**src/rtl/fetch_stage.sv**
```systemverilog
// Instruction fetch stage: owns the PC, a one-word hold buffer for fetches that
// return while decode is stalled, and the IF/ID pipeline register.
module fetch_stage #(
   parameter logic [31:0] PC_RESET = 32'h0000_0000
) (
   input  logic        CLK,
   input  logic        RST,
   input  logic        enable_ID,
   input  logic        flush_ID,
   input  logic        redirect,
   input  logic [31:0] redirect_pc,
   output logic        iren,
   output logic [31:0] iaddr,
   input  logic        ihit,
   input  logic [31:0] iload,
   output logic [31:0] instr_ID,
   output logic [31:0] npc_ID,
   output logic        valid_ID,
   output logic        fsm_state
);

   // Handshake: the memory word is consumed on any rising edge where iren=1 and
   // ihit=1, unless a redirect or flush in the same cycle discards it.
   // fsm_state: 0 = FETCH (iren high), 1 = HELD (word parked in hold_buf).

   typedef enum logic {
      FETCH = 1'b0,
      HELD  = 1'b1
   } state_t;

   localparam logic [31:0] ALIGN_MASK = 32'hFFFF_FFFC;

   state_t      state;
   state_t      state_d;
   logic [31:0] pc;
   logic [31:0] pc_d;
   logic [31:0] pc_plus4;
   logic [31:0] hold_buf;
   logic [31:0] buf_d;
   logic        ifid_we;
   logic [31:0] instr_d;
   logic [31:0] npc_d;
   logic        valid_d;

   assign pc_plus4 = pc + 32'd4;

   // State register
   always_ff @(posedge CLK) begin
      if (RST) begin
         state <= FETCH;
      end else begin
         state <= state_d;
      end
   end

   // Next-state logic; a flush leaves the state alone so a parked word survives it.
   always_comb begin
      state_d = state;
      if (redirect) begin
         state_d = FETCH;
      end else if (!flush_ID) begin
         case (state)
            FETCH: if (ihit && !enable_ID) state_d = HELD;
            HELD:  if (enable_ID)          state_d = FETCH;
            default: state_d = FETCH;
         endcase
      end
   end

   // Output logic
   always_comb begin
      iren      = (state == FETCH);
      iaddr     = pc & ALIGN_MASK;
      fsm_state = state;
   end

   // Datapath next values. Defaults describe a bubble with ifid_we low (hold).
   always_comb begin
      pc_d    = pc;
      buf_d   = hold_buf;
      ifid_we = 1'b0;
      instr_d = 32'h0;
      npc_d   = 32'h0;
      valid_d = 1'b0;
      if (redirect) begin
         pc_d    = redirect_pc & ALIGN_MASK;
         buf_d   = 32'h0;
         ifid_we = 1'b1;
      end else if (flush_ID) begin
         ifid_we = 1'b1;
      end else if (state == FETCH) begin
         if (ihit && enable_ID) begin
            ifid_we = 1'b1;
            instr_d = iload;
            npc_d   = pc_plus4;
            valid_d = 1'b1;
            pc_d    = pc_plus4;
         end else if (ihit) begin
            buf_d = iload;
         end else if (enable_ID) begin
            ifid_we = 1'b1;
         end
      end else if (enable_ID) begin
         ifid_we = 1'b1;
         instr_d = hold_buf;
         npc_d   = pc_plus4;
         valid_d = 1'b1;
         pc_d    = pc_plus4;
      end
   end

   always_ff @(posedge CLK) begin
      if (RST) begin
         pc       <= PC_RESET;
         hold_buf <= 32'h0;
      end else begin
         pc       <= pc_d;
         hold_buf <= buf_d;
      end
   end

   always_ff @(posedge CLK) begin
      if (RST) begin
         instr_ID <= 32'h0;
         npc_ID   <= 32'h0;
         valid_ID <= 1'b0;
      end else if (ifid_we) begin
         instr_ID <= instr_d;
         npc_ID   <= npc_d;
         valid_ID <= valid_d;
      end
   end

endmodule

```
**config.mk**
```make
export PLATFORM = sky130hd
export DESIGN_NAME = fetch_stage
export DESIGN_NICKNAME = d
export VERILOG_FILES = /design/src/rtl/fetch_stage.sv
export SDC_FILE = /design/constraint.sdc
export NUM_CORES = 1
export LEC_CHECK = 0
export CORE_MARGIN = 2
export CORE_UTILIZATION = 25
export CTS_BUF_LIST = sky130_fd_sc_hd__clkbuf_8
export DETAILED_ROUTE_END_ITERATION = 12
export HOLD_SLACK_MARGIN = 0.05
export SYNTH_ARGS = -nofsm -noshare
export SYNTH_HDL_FRONTEND = slang
export SYNTH_SLANG_ARGS = --single-unit
```
**constraint.sdc**
```tcl
create_clock -name CLK -period 3.24 [get_ports CLK]
set_clock_uncertainty 0.1 [all_clocks]
set_input_delay 0.648 -clock CLK [delete_from_list [all_inputs] [get_ports CLK]]
set_output_delay 0.648 -clock CLK [all_outputs]
set_load 0.005 [all_outputs]
```
* After elaboration in Yosys (flattened, before gate mapping)
Cells that the tools add are included.
** Cells by class
- Reduce and logical (&&, ||, !) cells :: 9
- Eq/ne operators :: 3
- Bitwise gates (word level) :: 3
- Mux-type cells :: 28
- Add/subtract/negate cells :: 1
** Operator list (count)
- $mux 32 :: 15
- $add 32x3->32 const B :: 1
- $mux 1 :: 12
- $reduce_and 3->1 :: 2
- $reduce_and 4->1 :: 1
- $ne 3x3->1 const B :: 1
- $not 1->1 :: 3
- $reduce_bool 3->1 :: 1
- $logic_and 1x1->1 :: 2
- $ne 2x1->1 const B :: 1
- $ne 2x2->1 const B :: 1
- $pmux 1 s2 :: 1
- $reduce_bool 2->1 :: 1
- $reduce_or 2->1 :: 1
- $logic_not 1->1 :: 1
** Storage, ports and cells
- Register bits after elaboration :: 130
- Logic and storage cells :: 51
- Input bits :: 70
- Output and inout port bits :: 99

* Longest topological paths before layout
Gate-level depths: netlist (run 1).
- Depth after elaboration :: 6
- Depth in mapped cells :: 7

* Least setup slack after synthesis (run 1)
No wires, ideal clock.
- Path type :: input -> register
- Start point :: input port RST
- End point :: register pc[15]
- Buffers on the path :: 3
- Setup slack :: 0.997 ns
- Stages on the path :: 7
- Arrival time :: 2.072 ns
- Cell sequence :: clkbuf_1 or2_2 clkbuf_1 or3_1 clkbuf_1 a21oi_1 o21bai_1
** RTL lines
- start, declared :: RTL line 7 : input logic RST,
- end signal, assigned :: RTL line 117 : pc <= pc_d;
- end, declared :: RTL line 35 : logic [31:0] pc;

* Final worst setup path (run 1)
- Start point :: register pc[5]
- End point :: register pc[31]
** On the way
- Word-level cells in the longest chain between the ends :: 5
** Ends and longest elaborated chain
- $add 32x3->32 (*) :: RTL line 45 : assign pc_plus4 = pc + 32'd4;
- $mux 32, on equally long branches :: RTL line 92, 103
- $mux 32 (*) :: RTL line 91 : end else if (state == FETCH) begin
- $mux 32 (*) :: RTL line 89 : end else if (flush_ID) begin
- $mux 32 (*) :: RTL line 85 : if (redirect) begin
Mark *: on every way between the ends. The rest lies on a longest branch, timed or not. The select of a mux whose other input is x is not followed.
A chain may end at the register's enable or synchronous reset.

==> results of run 1 <==
[report_power, final]
| group | leakage, nW | internal (mW) | switching (mW) | total (mW) |
|---|---|---|---|---|
| clock network | 0.200 | 0.758 | 0.651 | 1.41 |
| logic | 1.36 | 0.189 | 0.173 | 0.362 |
| registers | 1.02 | 1.58 | 0.0469 | 1.63 |
[cell usage after synthesis (12+ instances only)]
cell type	n	area [um^2]
dfxtp_1	126	2520
nand2_1	111	417
nor2_1	96	360
a21oi_1	79	395
clkbuf_1	47	176
a22oi_1	37	278
xnor2_1	29	254
o21ai_0	20	100
nand3_1	15	75.1
nor3_1	13	65.1
xor2_1	12	105
[layout make-up]
cell class	count	area, um^2	area share, %
Sequential cell	126	2520	32.3
Multi-Input combinational cell	510	2720	34.8
Inverter	6	22.5	0.288
Timing Repair Buffer	184	1790	23.0
Tap cell	280	350	4.48
Clock inverter	11	118	1.51
Clock buffer	21	289	3.70
[cells in the final DEF, fill, tap and decap left out, types with 4 or more instances in the layout]
cell type and count:
nor2_1 96, a31oi_1 11, clkinvlp_4 5, and4_1 4, or2_2 4, and3_1 7, o22ai_1 8, nand2_1 111
inv_1 9, nor3_1 11, clkdlybuf4s50_1 161, a22oi_1 37, clkbuf_8 21, a21oi_1 79, buf_4 21, conb_1 4
nor4_1 11, nand3_1 15, nand4_1 6, xor2_1 12, o21ai_0 20, and2_1 10, a211oi_1 11, dfxtp_1 126
xnor2_1 29
[logic make-up (layout without fill, tap and decap cells)]
group | Yosys count | after routing | synth area share, %
fa+ha+maj | 1 | 1 | 0.229
compound gates | 175 | 175 | 19.0
other cells | 1 | 4 | 0.0686
buf+inv | 61 | 222 | 4.53
flops | 126 | 126 | 46.1
simple gates | 289 | 289 | 23.5
xor+xnor | 41 | 41 | 6.57
[state kept, by name, indices dropped and copies added (netlist names)]
name,cells
valid_ID,1
npc_ID,30
pc,30
fsm_state,1
instr_ID,32
hold_buf,32
[tightest hold or removal path, cell delays in order (launching register included)]
cell	delay, ns
dfxtp_1	0.31
nand2_1	0.05
nand2_1	0.04
[stage by stage]
step	std cells	setup slack, ns	cell area [um^2]
2_1_floorplan	697	0.997	5480
3_3_place_gp	1106	0.458	7410
3_5_place_dp	1106	0.449	7410
4_1_cts	1138	0.666	7810
5_1_grt	1138	0.459	7810
6_report	1138	0.698	7810
[how the worst max path moves through the flow]
stage	start	endpoint	slack (ns)	depth (start not counted)
detailed placement	flush_ID	pc[28]	0.45	6
global placement	flush_ID	pc[28]	0.46	6
finish	pc[5]	pc[31]	0.70	5
floorplan	RST	pc[15]	1.0	7
CTS	pc[11]	pc[31]	0.67	5
global route	pc[2]	pc[26]	0.46	6
[metal layers]
layer	part of all wire (%)	global-route usage [%]	wire [um]
met5	0.071	0	13
met4	1.0	3.87	191
met3	7.2	5.59	1330
met2	45	24.1	8280
met1	47	21.1	8590
==> results.ini, run 1 <==
[worst_setup_path]
cp_cell_sequence = nand3_2 -> or4_1 -> nor4_1 -> xnor2_1 -> o22ai_1
crit_arrival_ns = 2.74
worstPathMaxFanout = 10
worstSetupEndpointType = flop
cp.required_ns = 3.44
cp.buffers_inverters = 0
slowest_stage = or4_1
worst-r2r-cell-count = 5
critical-path-top-delay-family = simple AND/OR/NAND/NOR gates
cp-start-kind = flop
crit_type = flop to flop
r2r_start = pc[5]
cp_slowest_stage_delay_ns = 0.77
r2r-end = pc[31]
r2r_slack_ns = 0.70

[die]
std_cell_rows = 54
io_pins = 169
dieHeight_um = 152
initial_core_util_pct = 25.3
die_x_um = 152
coreArea_um2 = 21600
die_area_um2 = 23100

[clocking]
clk_pin_slew_ns = 0.08
cts_resized = 0
holdBufCountCts = 0
tritoncts = yes
clockBufferDepth = 2
numCtsBuffers = 17
cts_sinks = 126
h-tree-depth = 4
clock-root-buffer = clkbuf_8
post_cts_buffers = 0
clk_latency_ns = 0.44

[routing]
dr_total_vias = 5408
drt_iter0_drc = 302
routed_wl_mm = 18.4
antenna_left = 0
routed_via_density = 4.75
drc = 0
drtPass1Iterations = 5
detail_route.wl_per_cell_um = 16.2

[timing]
rsz0062_at_grt = false
setup_tns_ns = 0
hold_ws_ns = 0.337
worstMarginPinSlew_ns = 0.886
setup_viol_count_final = 0
fmax_ghz = 0.393
slew_viol_final = 0
hold_viol = 0
finalWorstPathRequiredPeriod_ns = 2.54
slew_headroom_pct = 40.9
finalCritPeriodShare_pct = 78.5

[final_layout]
drive_gt1_share_pct = 7.11
diodes = 0
final_nets = 916
area_growth_pct = 42.9
fin_util_pct = 36.1
fillers = 2271

[pwr]
power_density_nw_per_um2 = 435
power_mw = 3.40
leakage_nw = 2.59
ir_drop_mv = 0.318

[worst_hold_path]
hold_path_depth = 2
hold_class = flop to flop
hp-start = npc_ID[29]
min_to = npc_ID[29]

[global_routing]
grt_pass1_vias = 5033
grt_pass1_wl_mm = 28.7
antenna_found_initial = 1
track_usage_pct = 15.7
grt_overflow = 0
grt_max_degree = 73

[synthesis]
ys_seq_area_share_pct = 46.1
synth-edff-count = 0
synth.yosys.warnings = 0
async_reset_ff_share_pct = 0
syn_area_um2 = 5470
netlist_instances = 694
yosysUniqueCellTypes = 39
syn_avg_cell_area_um2 = 7.88
yosys_register_bits = 126
synth_ff_type = dfxtp_1

[placed_design]
gp_congestion = 0.790
post-dp-hpwl_mm = 12.3
port_buffers = 162

[run_status]
status = finished, final reports clean

[job]
maxCapViolCount = 0

Note: power is estimated with default switching activity, not from simulation.
==> inputs of run 2 (changes only) <==
==> constraint.sdc (replaced) <==
create_clock -name CLK -period 2.3 [get_ports CLK]
set_clock_uncertainty 0.1 [all_clocks]
set_input_delay 0.46 -clock CLK [delete_from_list [all_inputs] [get_ports CLK]]
set_output_delay 0.46 -clock CLK [all_outputs]
set_load 0.005 [all_outputs]
==> run 2 against run 1 <==
Register-to-register slack worse by 0.60 ns. First-iteration DRC count up 16%. Critical path depth up 2. Worst hold slack better by 0.0033 ns. Final cell count up 3.7%. Clock power up 64%. Via count up 4.1%. Non-clock buffer count up 42. Sequential share of layout area down 1.9 points. Flip-flop and latch count unchanged. Design area up 6.3%. Utilization up 2.3 points. Critical path type unchanged. Critical endpoint is now pc[30]. Highest routed layer is now met4.
==> results.ini, run 2 (synthesis results as in run 1) <==
[final_layout]
multi_input_area_um2 = 2740  ; +0.74%
fin_area_um2 = 8310  ; +6.3%
final_nets = 958  ; +4.6%
fin_cells = 1180  ; +3.7%
top_regs = hold_buf: 32 flops, instr_ID: 32 flops
layout_common_cells = 161 x clkdlybuf4s50_1, 126 x dfxtp_1, 111 x nand2_1, 95 x nor2_1, 79 x a21oi_1
diodes = 0  ; unchanged
fillers = 2253  ; -0.79%
final-seq-area_um2 = 2520  ; unchanged
final_common_cell = clkdlybuf4s50_1
area_growth_pct = 51.9
drive_gt1_share_pct = 12.1  ; +5.0 points

[worst_setup_path]
worst-r2r-cell-count = 7  ; +2
cp_slowest_stage_delay_ns = 0.38  ; -0.39 ns
cp.buffers_inverters = 1  ; +1
slowest_stage = dfxtp_1
worstPathMaxFanout = 4  ; -6
cp.required_ns = 2.49  ; -0.95 ns
worstSetupEndpointType = flop
path_depth = 7  ; +2
cp_cell_sequence = ha_1 -> nand4_1 -> buf_4 -> or2_2 -> nor4_1 -> xnor2_1 -> o22ai_1
critical-path-top-delay-family = simple AND/OR/NAND/NOR gates
crit_arrival_ns = 2.40  ; -0.34 ns
cp-start-kind = flop
crit_type = flop to flop

[pwr]
power_density_nw_per_um2 = 622  ; +43%
power_mw = 5.17  ; +52%
leakage_nw = 2.86  ; +10%
p_switching_mw = 1.23  ; +41%
clock_power_share_pct = 44.6  ; +3.2 points
switching_share_pct = 23.8  ; -1.9 points
comb_power_share_pct = 11.4  ; +0.8 points
seqPwrFrac_pct = 44.0  ; -3.9 points
ir_drop_mv = 0.366  ; +15%
intPower_mw = 3.94  ; +56%

[clocking]
numCtsBuffers = 17  ; unchanged
clockBufferDepth = 2  ; unchanged
tritoncts = yes
cts_sinks = 126  ; unchanged
clock-root-buffer = clkbuf_8
h-tree-depth = 4  ; unchanged
clk_latency_ns = 0.45  ; about the same
post_cts_buffers = 0  ; unchanged
clk_pin_slew_ns = 0.07  ; about the same
holdBufCountCts = 0  ; unchanged

[routing]
routed_via_density = 4.77  ; +0.40%
drtPass1Iterations = 5  ; unchanged
antenna_left = 0  ; unchanged
detail_route.wl_per_cell_um = 15.7  ; -2.8%
routed_wl_mm = 18.6  ; +0.83%
drt_iter0_drc = 351  ; +16%
drc = 0  ; unchanged
dr_total_vias = 5630  ; +4.1%

[job]
maxCapViolCount = 0  ; unchanged

[placed_design]
gp_congestion = 0.822  ; +4.1%
placed_area_um2 = 7810  ; +5.4%
dp_cells = 1148  ; +3.8%
post-dp-hpwl_mm = 12.8  ; +4.6%
port_buffers = 162  ; unchanged

[worst_hold_path]
hold_class = flop to flop
hold_path_depth = 2  ; unchanged

[timing]
worstMarginPinSlew_ns = 0.856  ; -0.0303 ns
slew_headroom_pct = 42.9  ; +2.0 points
finalWorstPathRequiredPeriod_ns = 2.20  ; -0.339 ns
hold_viol = 0  ; unchanged
slew_viol_final = 0  ; unchanged
fmax_ghz = 0.454  ; +15%
setup_viol_count_final = 0  ; unchanged
hold_ws_ns = 0.340  ; +0.00326 ns
finalCritPeriodShare_pct = 95.8  ; +17 points
rsz0062_at_grt = true

[die]
coreArea_um2 = 21600  ; unchanged
std_cell_rows = 54  ; unchanged
die_area_um2 = 23100  ; unchanged
die_x_um = 152  ; unchanged
initial_core_util_pct = 25.3  ; unchanged
dieHeight_um = 152  ; unchanged
io_pins = 169  ; unchanged

[global_routing]
grt_pass1_wl_mm = 29.8  ; +3.9%
antenna_found_initial = 0  ; -1
grt_overflow = 0  ; unchanged
track_usage_pct = 16.2  ; +0.48 points
grt_max_degree = 73  ; unchanged
grt_pass1_vias = 5347  ; +6.2%

[run_status]
status = finished, final reports clean

==> run 2: final timing paths <==
kind	to	slack, ns	startpoint
worst max-delay path	pc[30]	0.1	pc[2]
worst min register to register	npc_ID[29]	0.34	npc_ID[29]
worst min-delay path	npc_ID[29]	0.34	npc_ID[29]
worst max register to register	pc[30]	0.1	pc[2]
==> run 2: repair_timing <==
item | 4_1_cts | 5_1_grt
resized for setup | 0 | 4
endpoints found under the setup margin | 0 | 7
endpoints found under the hold margin | 0 | 0
==> run 2: per-layer routing <==
layer	GRT usage, %	part of all wire (%)
met5	0	0
met4	3.43	0.96
met3	5.05	6.9
met2	26.1	46
met1	21.3	46
==> run 2: metrics by stage <==
stage | utilization [%] | TNS (ns) | setup slack [ns]
detailed placement | 36.1 | -0.857 | -0.123
floorplan | - | 0 | 0.144
finish | 38.4 | 0 | 0.0963
global placement | 36.1 | -0.836 | -0.124
global route | 38.4 | -0.0206 | -0.0114
CTS | 38.3 | 0 | 0.0430
==> run 2: power by group through the flow <==
stage | Combinational, mW | Sequential (mW) | Clock, mW
6_report | 0.588 | 2.27 | 2.31
5_1_grt | 0.641 | 2.28 | 2.47
4_1_cts | 0.594 | 2.27 | 2.38
3_5_place_dp | 0.590 | 2.32 | 0
3_3_place_gp | 0.590 | 2.32 | 0
2_1_floorplan | 0.221 | 2.33 | 0
==> run 2: tightest hold or removal path, delay by kind of cell, from the launching register on <==
kind,cells,cell delay [ns]
DFF,1,0.31
and+or+nand+nor,2,0.09
==> run 2: layout make-up <==
cell class	count	area share, %
multi-input combinational	510	33.0
tap	280	4.22
sequential	126	30.4
inverter	6	0.271
clock inverter	11	2.24
clock buffer	21	3.48
timing repair buffer	226	26.5
==> inputs of run 3 (changes only) <==
--- a/config.mk
+++ b/config.mk
@@ -10,6 +10,7 @@
 export CTS_BUF_LIST = sky130_fd_sc_hd__clkbuf_8
 export DETAILED_ROUTE_END_ITERATION = 12
 export HOLD_SLACK_MARGIN = 0.05
+export PLACE_DENSITY = 0.46
 export SYNTH_ARGS = -nofsm -noshare
 export SYNTH_HDL_FRONTEND = slang
 export SYNTH_SLANG_ARGS = --single-unit
==> run 3 against run 2 <==
Die area unchanged. Worst hold slack better by 0.0095 ns. Clock power fell by 20%. Worst setup slack improved by 0.047 ns. Register-to-register slack better by 0.05 ns. Largest cell class unchanged. Flip-flop and latch count did not move.
==> results.ini, run 3 (synthesis results as in run 1) <==
[pwr]
ir_drop_mv = 0.408  ; +11%
leakage_nw = 2.82  ; -1.3%
power_mw = 4.71  ; -8.8%
power_density_nw_per_um2 = 575  ; -7.5%

[routing]
detail_route.wl_per_cell_um = 16.1  ; +2.1%
drtPass1Iterations = 4  ; -1
dr_total_vias = 5435  ; -3.5%
drc = 0  ; unchanged
drt_iter0_drc = 247  ; -30%
routed_wl_mm = 19.0  ; +2.5%
routed_via_density = 4.59  ; -3.8%
antenna_left = 0  ; unchanged

[clocking]
numCtsBuffers = 17  ; unchanged
cts_sinks = 126  ; unchanged
tritoncts = yes
clockBufferDepth = 2  ; unchanged
clock-root-buffer = clkbuf_8
clk_latency_ns = 0.44  ; about the same
clk_pin_slew_ns = 0.08  ; about the same
h-tree-depth = 4  ; unchanged

[placed_design]
gp_congestion = 0.778  ; -5.3%
port_buffers = 162  ; unchanged
placed_area_um2 = 7820  ; about the same
post-dp-hpwl_mm = 13.2  ; +2.7%
dp_cells = 1152  ; +0.35%
detailedPlace.worstSlack_ns = -0.0175  ; +0.106 ns

[global_routing]
antenna_found_initial = 1  ; +1
grt_pass1_vias = 5424  ; +1.4%
grt_overflow = 0  ; unchanged
track_usage_pct = 16.5  ; +0.39 points
grt_max_degree = 73  ; unchanged
grt_pass1_wl_mm = 30.5  ; +2.4%

[timing]
setup_viol_count_final = 0  ; unchanged
hold_viol = 0  ; unchanged
worstMarginPinSlew_ns = 0.863  ; +0.00651 ns
slew_headroom_pct = 42.5  ; -0.43 points
finalCritPeriodShare_pct = 93.8  ; -2.1 points
setup_tns_ns = 0  ; unchanged
rsz0062_at_grt = false
setup_ws_ns = 0.144  ; +0.0474 ns
finalWorstPathRequiredPeriod_ns = 2.16  ; -0.0474 ns
hold_ws_ns = 0.350  ; +0.00945 ns
fmax_ghz = 0.464  ; +2.2%
slew_viol_final = 0  ; unchanged

[final_layout]
fin_util_pct = 37.9  ; -0.53 points
diodes = 0  ; unchanged
top_regs = hold_buf: 32 flops, instr_ID: 32 flops
fin_cells = 1184  ; +0.34%
final_nets = 962  ; +0.42%
drive_gt1_share_pct = 12.3  ; +0.17 points
layout_common_cells = 161 x clkdlybuf4s50_1, 126 x dfxtp_1, 111 x nand2_1, 95 x nor2_1, 79 x a21oi_1
multi_input_area_um2 = 2730  ; -0.41%
area_growth_pct = 49.9
final_common_cell = clkdlybuf4s50_1
final-seq-area_um2 = 2520  ; unchanged
fillers = 2314  ; +2.7%
fin_area_um2 = 8190  ; -1.4%

[worst_hold_path]
hp-start = npc_ID[31]
min_to = npc_ID[31]
hold_path_depth = 2  ; unchanged
hold_class = flop to flop

[die]
std_cell_rows = 54  ; unchanged
initial_core_util_pct = 25.3  ; unchanged
dieHeight_um = 152  ; unchanged
io_pins = 169  ; unchanged
die_area_um2 = 23100  ; unchanged
coreArea_um2 = 21600  ; unchanged
die_x_um = 152  ; unchanged

[worst_setup_path]
cp_slowest_stage_delay_ns = 0.65  ; +0.27 ns
r2r-end = pc[29]
path_depth = 5  ; -2
worstSetupEndpointType = flop
slowest_stage = or4_1
worst-r2r-cell-count = 5  ; -2
r2r_start = pc[13]
cp-start-kind = flop
crit_arrival_ns = 2.42  ; +0.02 ns
cpMostUsedCell = or4_1
cp.buffers_inverters = 0  ; -1
worstPathMaxFanout = 5  ; +1
crit_type = flop to flop
cp_cell_sequence = nand4_2 -> or4_1 -> or4_1 -> a21o_1 -> o21ai_1
critical-path-top-delay-family = simple AND/OR/NAND/NOR gates
cp.required_ns = 2.56  ; +0.07 ns
r2r_slack_ns = 0.14  ; +0.05 ns

[run_status]
status = finished, final reports clean

[job]
maxCapViolCount = 0  ; unchanged

==> run 3: layout make-up <==
cell class | count | share of cell area [%]
Sequential cell | 126 | 30.8
Inverter | 6 | 0.275
Clock buffer | 18 | 3.02
Tap cell | 280 | 4.28
Timing Repair Buffer | 230 | 26.9
Multi-Input combinational cell | 510 | 33.3
Clock inverter | 14 | 1.47
==> run 3: timing repair <==
item	in CTS	in global routing
resized for setup	0	2
setup buffers	0	0
hold buffers	0	0
setup endpoints to repair	0	2
==> run 3: layer usage <==
metal	GRT usage [%]	routed length [um]	vias up
met4	4.58	310	0
met5	0	0	-
met3	5.65	1190	17
li1	-	-	2775
met2	25.3	8290	150
met1	22.2	9230	2493
==> run 3: tightest hold or removal path, stage by stage, from the launching register on <==
cell and delay [ns]:
dfxtp_1 0.31, nand2_1 0.05, o21ai_1 0.05
==> run 3: worst max path at each step <==
stage / to / startpoint
finish: pc[29] / pc[13]
global route: pc[31] / pc[13]
CTS: pc[28] / pc[2]
detailed placement: pc[16] / redirect
global placement: pc[29] / redirect
floorplan: pc[26] / pc[2]
==> run 3: report_power, final <==
part | switching, mW | total, mW | internal, mW
clock | 0.965 | 1.85 | 0.881
sequential | 0.0350 | 2.26 | 2.23
combinational | 0.288 | 0.602 | 0.314
total | 1.29 | 4.71 | 3.42
